$ cat src/rtl/bitcnt_unit.sv
// Two-stage Zbb count unit (CPOP/CLZ/CTZ): S1 builds a count mask, S2 popcounts it.
// Latency: op accepted at edge N is on out_* after edge N+1 when S2 is free.
// Backpressure: holds up to 2 ops; in_ready drops once S1 is full and S2 is stalled.
module bitcnt_unit #(
  parameter int XLEN = 32,
  parameter int TAGW = 5
) (
  input  logic            clk,
  input  logic            rst,
  input  logic            flush,
  input  logic            in_valid,
  output logic            in_ready,
  input  logic [1:0]      in_op,
  input  logic [XLEN-1:0] in_x,
  input  logic [TAGW-1:0] in_tag,
  output logic            out_valid,
  input  logic            out_ready,
  output logic [XLEN-1:0] out_res,
  output logic [TAGW-1:0] out_tag
);

  localparam logic [1:0] OP_CPOP = 2'b00;
  localparam logic [1:0] OP_CLZ  = 2'b01;
  localparam logic [1:0] OP_CTZ  = 2'b10;

  logic            s1_valid_q, s1_valid_d;
  logic [31:0]     s1_mask_q, s1_mask_d;
  logic [TAGW-1:0] s1_tag_q;
  logic            out_valid_q, out_valid_d;
  logic [5:0]      res_q;
  logic [TAGW-1:0] out_tag_q;

  logic s2_free, in_fire, s1_adv;
  logic [31:0] lz_mask, tz_mask;
  logic [2:0]  nib [8];
  logic [3:0]  sum4 [4];
  logic [4:0]  sum5 [2];
  logic [5:0]  cnt;

  assign s2_free  = !out_valid_q || out_ready;
  assign in_ready = !s1_valid_q || s2_free;
  assign in_fire  = in_valid && in_ready;
  assign s1_adv   = s1_valid_q && s2_free;

  // Leading/trailing zero-run masks: bit i set when every bit above (CLZ) or below (CTZ), inclusive, is zero.
  always_comb begin
    lz_mask = '0;
    tz_mask = '0;
    for (int i = 0; i < 32; i++) begin
      lz_mask[i] = ((in_x >> i) == '0);
      tz_mask[i] = ((in_x << (31 - i)) == '0);
    end
  end

  // Select the S1 mask by opcode; reserved opcode yields an empty mask (result 0).
  always_comb begin
    s1_mask_d = '0;
    case (in_op)
      OP_CPOP: s1_mask_d = in_x;
      OP_CLZ:  s1_mask_d = lz_mask;
      OP_CTZ:  s1_mask_d = tz_mask;
      default: s1_mask_d = '0;
    endcase
  end

  // Balanced popcount tree: nibble counts, then 4-, 5- and 6-bit pair sums.
  always_comb begin
    for (int j = 0; j < 8; j++) begin
      nib[j] = 3'(s1_mask_q[4*j]) + 3'(s1_mask_q[4*j+1])
             + 3'(s1_mask_q[4*j+2]) + 3'(s1_mask_q[4*j+3]);
    end
    for (int j = 0; j < 4; j++) sum4[j] = {1'b0, nib[2*j]} + {1'b0, nib[2*j+1]};
    for (int j = 0; j < 2; j++) sum5[j] = {1'b0, sum4[2*j]} + {1'b0, sum4[2*j+1]};
    cnt = {1'b0, sum5[0]} + {1'b0, sum5[1]};
  end

  // Occupancy bits: flush wins, then load/advance for S1, advance/drain for S2.
  always_comb begin
    s1_valid_d  = s1_valid_q;
    out_valid_d = out_valid_q;
    if (in_fire)     s1_valid_d = 1'b1;
    else if (s1_adv) s1_valid_d = 1'b0;
    if (s1_adv)         out_valid_d = 1'b1;
    else if (out_ready) out_valid_d = 1'b0;
    if (flush) begin
      s1_valid_d  = 1'b0;
      out_valid_d = 1'b0;
    end
  end

  // Pipeline registers; data only moves on a transfer so stalled outputs stay stable.
  always_ff @(posedge clk or posedge rst) begin
    if (rst) begin
      s1_valid_q  <= 1'b0;
      s1_mask_q   <= '0;
      s1_tag_q    <= '0;
      out_valid_q <= 1'b0;
      res_q       <= '0;
      out_tag_q   <= '0;
    end else begin
      s1_valid_q  <= s1_valid_d;
      out_valid_q <= out_valid_d;
      if (in_fire) begin
        s1_mask_q <= s1_mask_d;
        s1_tag_q  <= in_tag;
      end
      if (s1_adv) begin
        res_q     <= cnt;
        out_tag_q <= s1_tag_q;
      end
    end
  end

  assign out_valid = out_valid_q;
  assign out_res   = {{(XLEN-6){1'b0}}, res_q};
  assign out_tag   = out_tag_q;

endmodule

$ cat config.mk
export PLATFORM = sky130hd
export DESIGN_NAME = bitcnt_unit
export DESIGN_NICKNAME = d
export VERILOG_FILES = /design/src/rtl/bitcnt_unit.sv
export SDC_FILE = /design/constraint.sdc
export NUM_CORES = 1
export LEC_CHECK = 0
export ABC_AREA = 0
export BUFFER_PORTS_ARGS = -buffer_cell sky130_fd_sc_hd__buf_2
export CORE_ASPECT_RATIO = 0.5
export CORE_UTILIZATION = 55
export DETAILED_ROUTE_END_ITERATION = 12
export PLACE_DENSITY = 0.88
export SLEW_MARGIN = 25
export SYNTH_ARGS = -nofsm -noshare
export SYNTH_HDL_FRONTEND = slang
export SYNTH_SLANG_ARGS = --single-unit
$ cat constraint.sdc
create_clock -name clk -period 4.95 [get_ports clk]
set_clock_uncertainty 0.2 [all_clocks]
set_input_delay 0.2475 -clock clk [delete_from_list [all_inputs] [get_ports clk]]
set_output_delay 0.2475 -clock clk [all_outputs]
set_load 0.02 [all_outputs]
======== Word-level counts from Yosys, hierarchy flattened ========
Index checks and enable logic that the tools add are counted.
word-level totals
  register bits ........................... 50
  input bits .............................. 44
  output and inout bits ................... 39
cells by class
  add/sub/neg operators ................... 31
  equality and inequality tests ........... 2
  multiplexer cells ....................... 7
  reduce and logical (&&, ||, !) cells .... 72
operator list
  kind                  count
  $logic_not A32 Y1     63
  $pmux W32 S3          1
  $add A3 B1 Y3         16
  $add A1 B1 Y2         8
  $add A3 B3 Y4         4
  $add A4 B4 Y5         2
  $add A5 B5 Y6         1
  $mux W1               6
  $reduce_bool A3 Y1    2
  $eq A2 B1 Y1 const B  1
  $eq A2 B2 Y1 const B  1
  $logic_and A1 B1 Y1   2
  $logic_not A1 Y1      2
  $logic_not A2 Y1      1
  $logic_or A1 B1 Y1    2

======== Longest topological paths before layout ========
  depth after elaboration ................. 6
  gate-level depth with buffers ........... 18
  gate-level depth less buffers ........... 18

======== Worst setup path after synthesis ========
Ideal clock, no wire load.
  kind .................................... reg2reg
  from .................................... reg s1_mask_q[28]
  to ...................................... reg res_q[3]
  setup time .............................. 0.083 ns
  data arrival time ....................... 4.170 ns
  data required time ...................... 4.667 ns
  path slack .............................. 0.497 ns
  stages on the path, launching flop included .. 14
  buffers on the path ..................... 0
  clock period less this slack ............ 4.453 ns
  path through ............................ dfrtp_1 ha_1 fa_1 ha_1 fa_1 fa_1 fa_1 inv_1 fa_1 inv_1 ha_1 inv_1 fa_1 o21ai_0
on the way
  cells in the longest elaborated chain, start to end .. 6
ends and longest elaborated chain
  item                         RTL line  RTL
  start: declaration           27        logic [31:0] s1_mask_q, s1_mask_d;
  start signal: assignment     104       s1_mask_q <= s1_mask_d;
  $add A1 B1 Y2                69        nib[j] = 3'(s1_mask_q[4*j]) + 3'(s1_mask_q[4*j+1])
  $add A3 B1 Y3 (2 in series)  70        + 3'(s1_mask_q[4*j+2]) + 3'(s1_mask_q[4*j+3]);
  $add A3 B3 Y4                72        for (int j = 0; j < 4; j++) sum4[j] = {1'b0, nib[2*j]} + {1'b0, nib[2*j+1]};
  $add A4 B4 Y5                73        for (int j = 0; j < 2; j++) sum5[j] = {1'b0, sum4[2*j]} + {1'b0, sum4[2*j+1]};
  $add A5 B5 Y6                74        cnt = {1'b0, sum5[0]} + {1'b0, sum5[1]};
  end signal: assignment       108       res_q <= cnt;
  end: declaration             30        logic [5:0] res_q;
No other way between the ends.
A chain may end at the register's enable or synchronous reset.

======== Worst setup path in the final report ========
  from .................................... reg s1_mask_q[28]
  to ...................................... reg res_q[4]
The elaborated chain is that of the path after synthesis.

==> impl_metrics.yaml <==
job:
  number_of_max_cap_violations: 0
critical_path:
  critical_path_required_ps: 4890
  critical_path_arrival_ps: 4570
  critical_path_class: "flop to flop"
  worstPathMaxFanout: 2
  crit_path_start_kind: "flop"
  end_kind: "flop"
floorplan:
  die_h_um: 61.4
  fp.dieW_um: 121
  design.die.area_sq_mm: 0.00742
  fp.coreArea_sq_mm: 0.00675
  floorplan.initialDensity_pct: 57.5
  pin_count: 83
  num_rows: 21
clock_tree:
  tritoncts.num_buffers: 5
  tritoncts: "done"
  cts.sinks: 50
  cts.root.buffer_cell: "sky130_fd_sc_hd__clkbuf_16"
  clock_latency_ps: 290
  post_cts_setup_buffer_count: 0
  clock_tree.htree_level_count: 2
  clk_path_buf_depth: 2
  clock_pin_slew_worst_setup_and_hold_paths_ps: 60
logic_synthesis:
  yosys-top-cells-area: "sky130_fd_sc_hd__dfrtp_1 32%, sky130_fd_sc_hd__fa_1 13%, sky130_fd_sc_hd__ha_1 7.1%, sky130_fd_sc_hd__inv_1 5.7%, sky130_fd_sc_hd__buf_4 5.0%"
  ys_types: 49
  synth_enable_flop_cells: 0
  yosys_warnings: 0
  synth.largest_area_cell: "sky130_fd_sc_hd__dfrtp_1"
  synth_cells: 409
  seq_area_frac_synth_pct: 32.2
  proportion_of_netlist_area_held_by_the_largest_area_contributor_pct: 32.2
  synth.ff_latch_count: 50
  primary_ff_master_synth: "sky130_fd_sc_hd__dfrtp_1"
  most_numerous_cell_types_in_the_synthesized_netlist: "59 x sky130_fd_sc_hd__inv_1, 50 x sky130_fd_sc_hd__dfrtp_1, 28 x sky130_fd_sc_hd__nand2_1"
  synth_area_per_cell_sq_um: 9.50
  asyncSetResetFlopFracSynth_pct: 100
  synthMostInstantiatedCell: "sky130_fd_sc_hd__inv_1"
  cell_area_after_technology_mapping_sq_mm: 0.00388
layout:
  areaGrowthSynthToFinish_pct: 13.3
  drive_above_1_share_pct: 20.4
  final_cell_area_sq_mm: 0.00440
  fin_nets: 561
  sequential_cell_area_sq_mm: 0.00125
  num_antenna_cells: 0
  layout.filler_cells: 537
  multi_input_area_sq_mm: 0.00226
sta:
  finalHoldWorstSlack_ps: 13.6
  setup_violation_total_in_the_final_timing_report: 0
  grt_setup_unrepaired: "false"
  max-slew-margin-rel_pct: 41.9
  fmax_ghz: 0.216
  slew_violations: 0
  timing.final.crit_share_pct: 93.6
  report.final.hold_viol_count: 0
  totalNegativeSetupSlack_ps: 0
  tightestPinTransition_ps: 869
  final.min_clock_period_ps: 4630
drt:
  drt_first_pass_iters: 5
  wl_per_cell_um: 15.7
  vias_per_cell: 5.74
  drt.antenna.violating_nets: 0
  drt_wl_total_um: 8820
  drcViolationCount: 0
  vias_after_detailed_routing: 3228
  dr.first_iter.drc_count: 273
power_and_ir_drop:
  vdd_drop_max_mv: 0.146
  pwr_density_mw_per_mm2: 307
  p_leak_uw: 0.00213
  totalPowerFinal_uw: 1350
global_route:
  grt-ovfl-total: 0
  gr-usage-all-layers_pct: 24.6
  grt_first_pass_wirelength_um: 14000
  grt_antenna_before_repair: 0
  vias_in_the_first_global_route: 2878
  maximum_number_of_pins_on_one_net_before_global_route_repair: 51
run_status:
  status: "completed"
placed_design:
  dp_hpwl_um: 6580
  dpl-instance-area_sq_mm: 0.00413
  place.gp.congestion: 0.881
  port-buffer-count: 56
min_path:
  worstHoldPathType: "input port to flop"
## kinds of logic (layout without fill, tap and decap cells)
kind of cell | count (synthesis) | count (layout) | synth area share (%)
buffers and inverters | 97 | 133 | 12.2
and+or+nand+nor | 111 | 111 | 15.9
adders and majority gates | 47 | 47 | 20.0
DFF | 50 | 50 | 32.2
AOI/OAI and AO/OA | 81 | 81 | 13.5
other | 1 | 26 | 0.0966
muxes | 19 | 19 | 5.38
xor gates and xnor gates | 3 | 3 | 0.677
## per-stage QoR
step / setup WS [ps] / utilization, % / cells
2_1_floorplan: 497 / - / 434
3_3_place_gp: 417 / 61.1 / 545
3_5_place_dp: 294 / 61.1 / 545
4_1_cts: 286 / 65.0 / 561
5_1_grt: 144 / 65.2 / 562
6_report: 319 / 65.2 / 562
## cell type report
| cell class | count | area share [%] |
|---|---|---|
| Sequential cell | 50 | 28.4 |
| Tap cell | 92 | 2.62 |
| Clock inverter | 1 | 0.682 |
| Timing Repair Buffer | 67 | 8.81 |
| Clock buffer | 6 | 3.16 |
| Inverter | 59 | 5.06 |
| Multi-Input combinational cell | 287 | 51.3 |
## repair_timing
action / in CTS / in global routing
hold buffers: 9 / 1
hold endpoints to repair: 10 / 50
resized for setup: 0 / 0
## worst max-delay path, cell delays in order (launching register included)
cell and delay [ps]:
sky130_fd_sc_hd__dfrtp_1 390, sky130_fd_sc_hd__ha_1 310, sky130_fd_sc_hd__fa_1 370, sky130_fd_sc_hd__ha_1 300, sky130_fd_sc_hd__fa_1 460, sky130_fd_sc_hd__fa_1 520, sky130_fd_sc_hd__fa_1 550, sky130_fd_sc_hd__inv_1 50
sky130_fd_sc_hd__fa_1 470, sky130_fd_sc_hd__inv_1 70, sky130_fd_sc_hd__ha_1 160, sky130_fd_sc_hd__inv_1 50, sky130_fd_sc_hd__fa_1 360, sky130_fd_sc_hd__xor2_1 130, sky130_fd_sc_hd__o21ai_0 80
## registers in the layout, summed over array words and instances, names as in the netlist
register and flops:
res_q 6, s1_tag_q 5, out_valid 1, out_tag 5, s1_mask_q 32, s1_valid_q 1
## placed cells by master, fill, tap and decap left out, types with 3 or more instances in the layout
cell type                       Yosys  routed
sky130_fd_sc_hd__inv_1             59      58
sky130_fd_sc_hd__nand2b_1           5       5
sky130_fd_sc_hd__nor4_2             3       3
sky130_fd_sc_hd__dfrtp_1           50      50
sky130_fd_sc_hd__o31ai_1            8       8
sky130_fd_sc_hd__a22oi_1           11      11
sky130_fd_sc_hd__a21oi_1           15      15
sky130_fd_sc_hd__nand2_1           28      28
sky130_fd_sc_hd__a211oi_1           7       7
sky130_fd_sc_hd__ha_1              22      22
sky130_fd_sc_hd__nand4_1            5       5
sky130_fd_sc_hd__fa_1              25      25
sky130_fd_sc_hd__or4_1              4       4
sky130_fd_sc_hd__mux2_2            15      15
sky130_fd_sc_hd__dlygate4sd3_1      0      10
sky130_fd_sc_hd__nand3_1            8       8
sky130_fd_sc_hd__o21ai_0           21      21
sky130_fd_sc_hd__buf_2              2      56
sky130_fd_sc_hd__nor4_1             9       9
sky130_fd_sc_hd__mux2i_1            4       4
sky130_fd_sc_hd__conb_1             1      26
sky130_fd_sc_hd__nor3_1            11      11
sky130_fd_sc_hd__a221o_1            3       3
sky130_fd_sc_hd__nor2_1            20      20
sky130_fd_sc_hd__or2_2              3       3
sky130_fd_sc_hd__clkbuf_16          0       5
sky130_fd_sc_hd__o21ai_1            6       5
## final timing paths
path / startpoint / slack (ps) / cells past startpoint / end
max in group asynchronous: rst / 3590 / 3 / s1_tag_q[3]$_DFFE_PP0P_
worst min register to register: res_q[4]$_DFFE_PP0P_ / 280 / 2 / res_q[4]$_DFFE_PP0P_
min in group asynchronous: rst / 470 / 3 / s1_valid_q$_DFFE_PP0P_
worst max-delay path: s1_mask_q[28]$_DFFE_PP0P_ / 320 / 14 / res_q[4]$_DFFE_PP0P_
worst min-delay path: in_x[3] / 10 / 2 / s1_mask_q[1]$_DFFE_PP0P_
worst max register to register: s1_mask_q[28]$_DFFE_PP0P_ / 320 / 14 / res_q[4]$_DFFE_PP0P_
## routing by layer
metal | GRT usage, % | share of wire (%) | up-vias | wire [um]
met3 | 5.09 | 7.5 | 18 | 661
met5 | 0 | 0 | - | 0
met1 | 33.8 | 44 | 1546 | 3910
li1 | - | - | 1491 | -
met4 | 6.17 | 1.3 | 0 | 119
met2 | 41.2 | 47 | 173 | 4130
## report_power, final
part           switching, uW  internal, uW
Combinational            282           194
Sequential              25.5           458
Clock                    140           249
Total                    448           902
(Power assumes the default switching activity.)
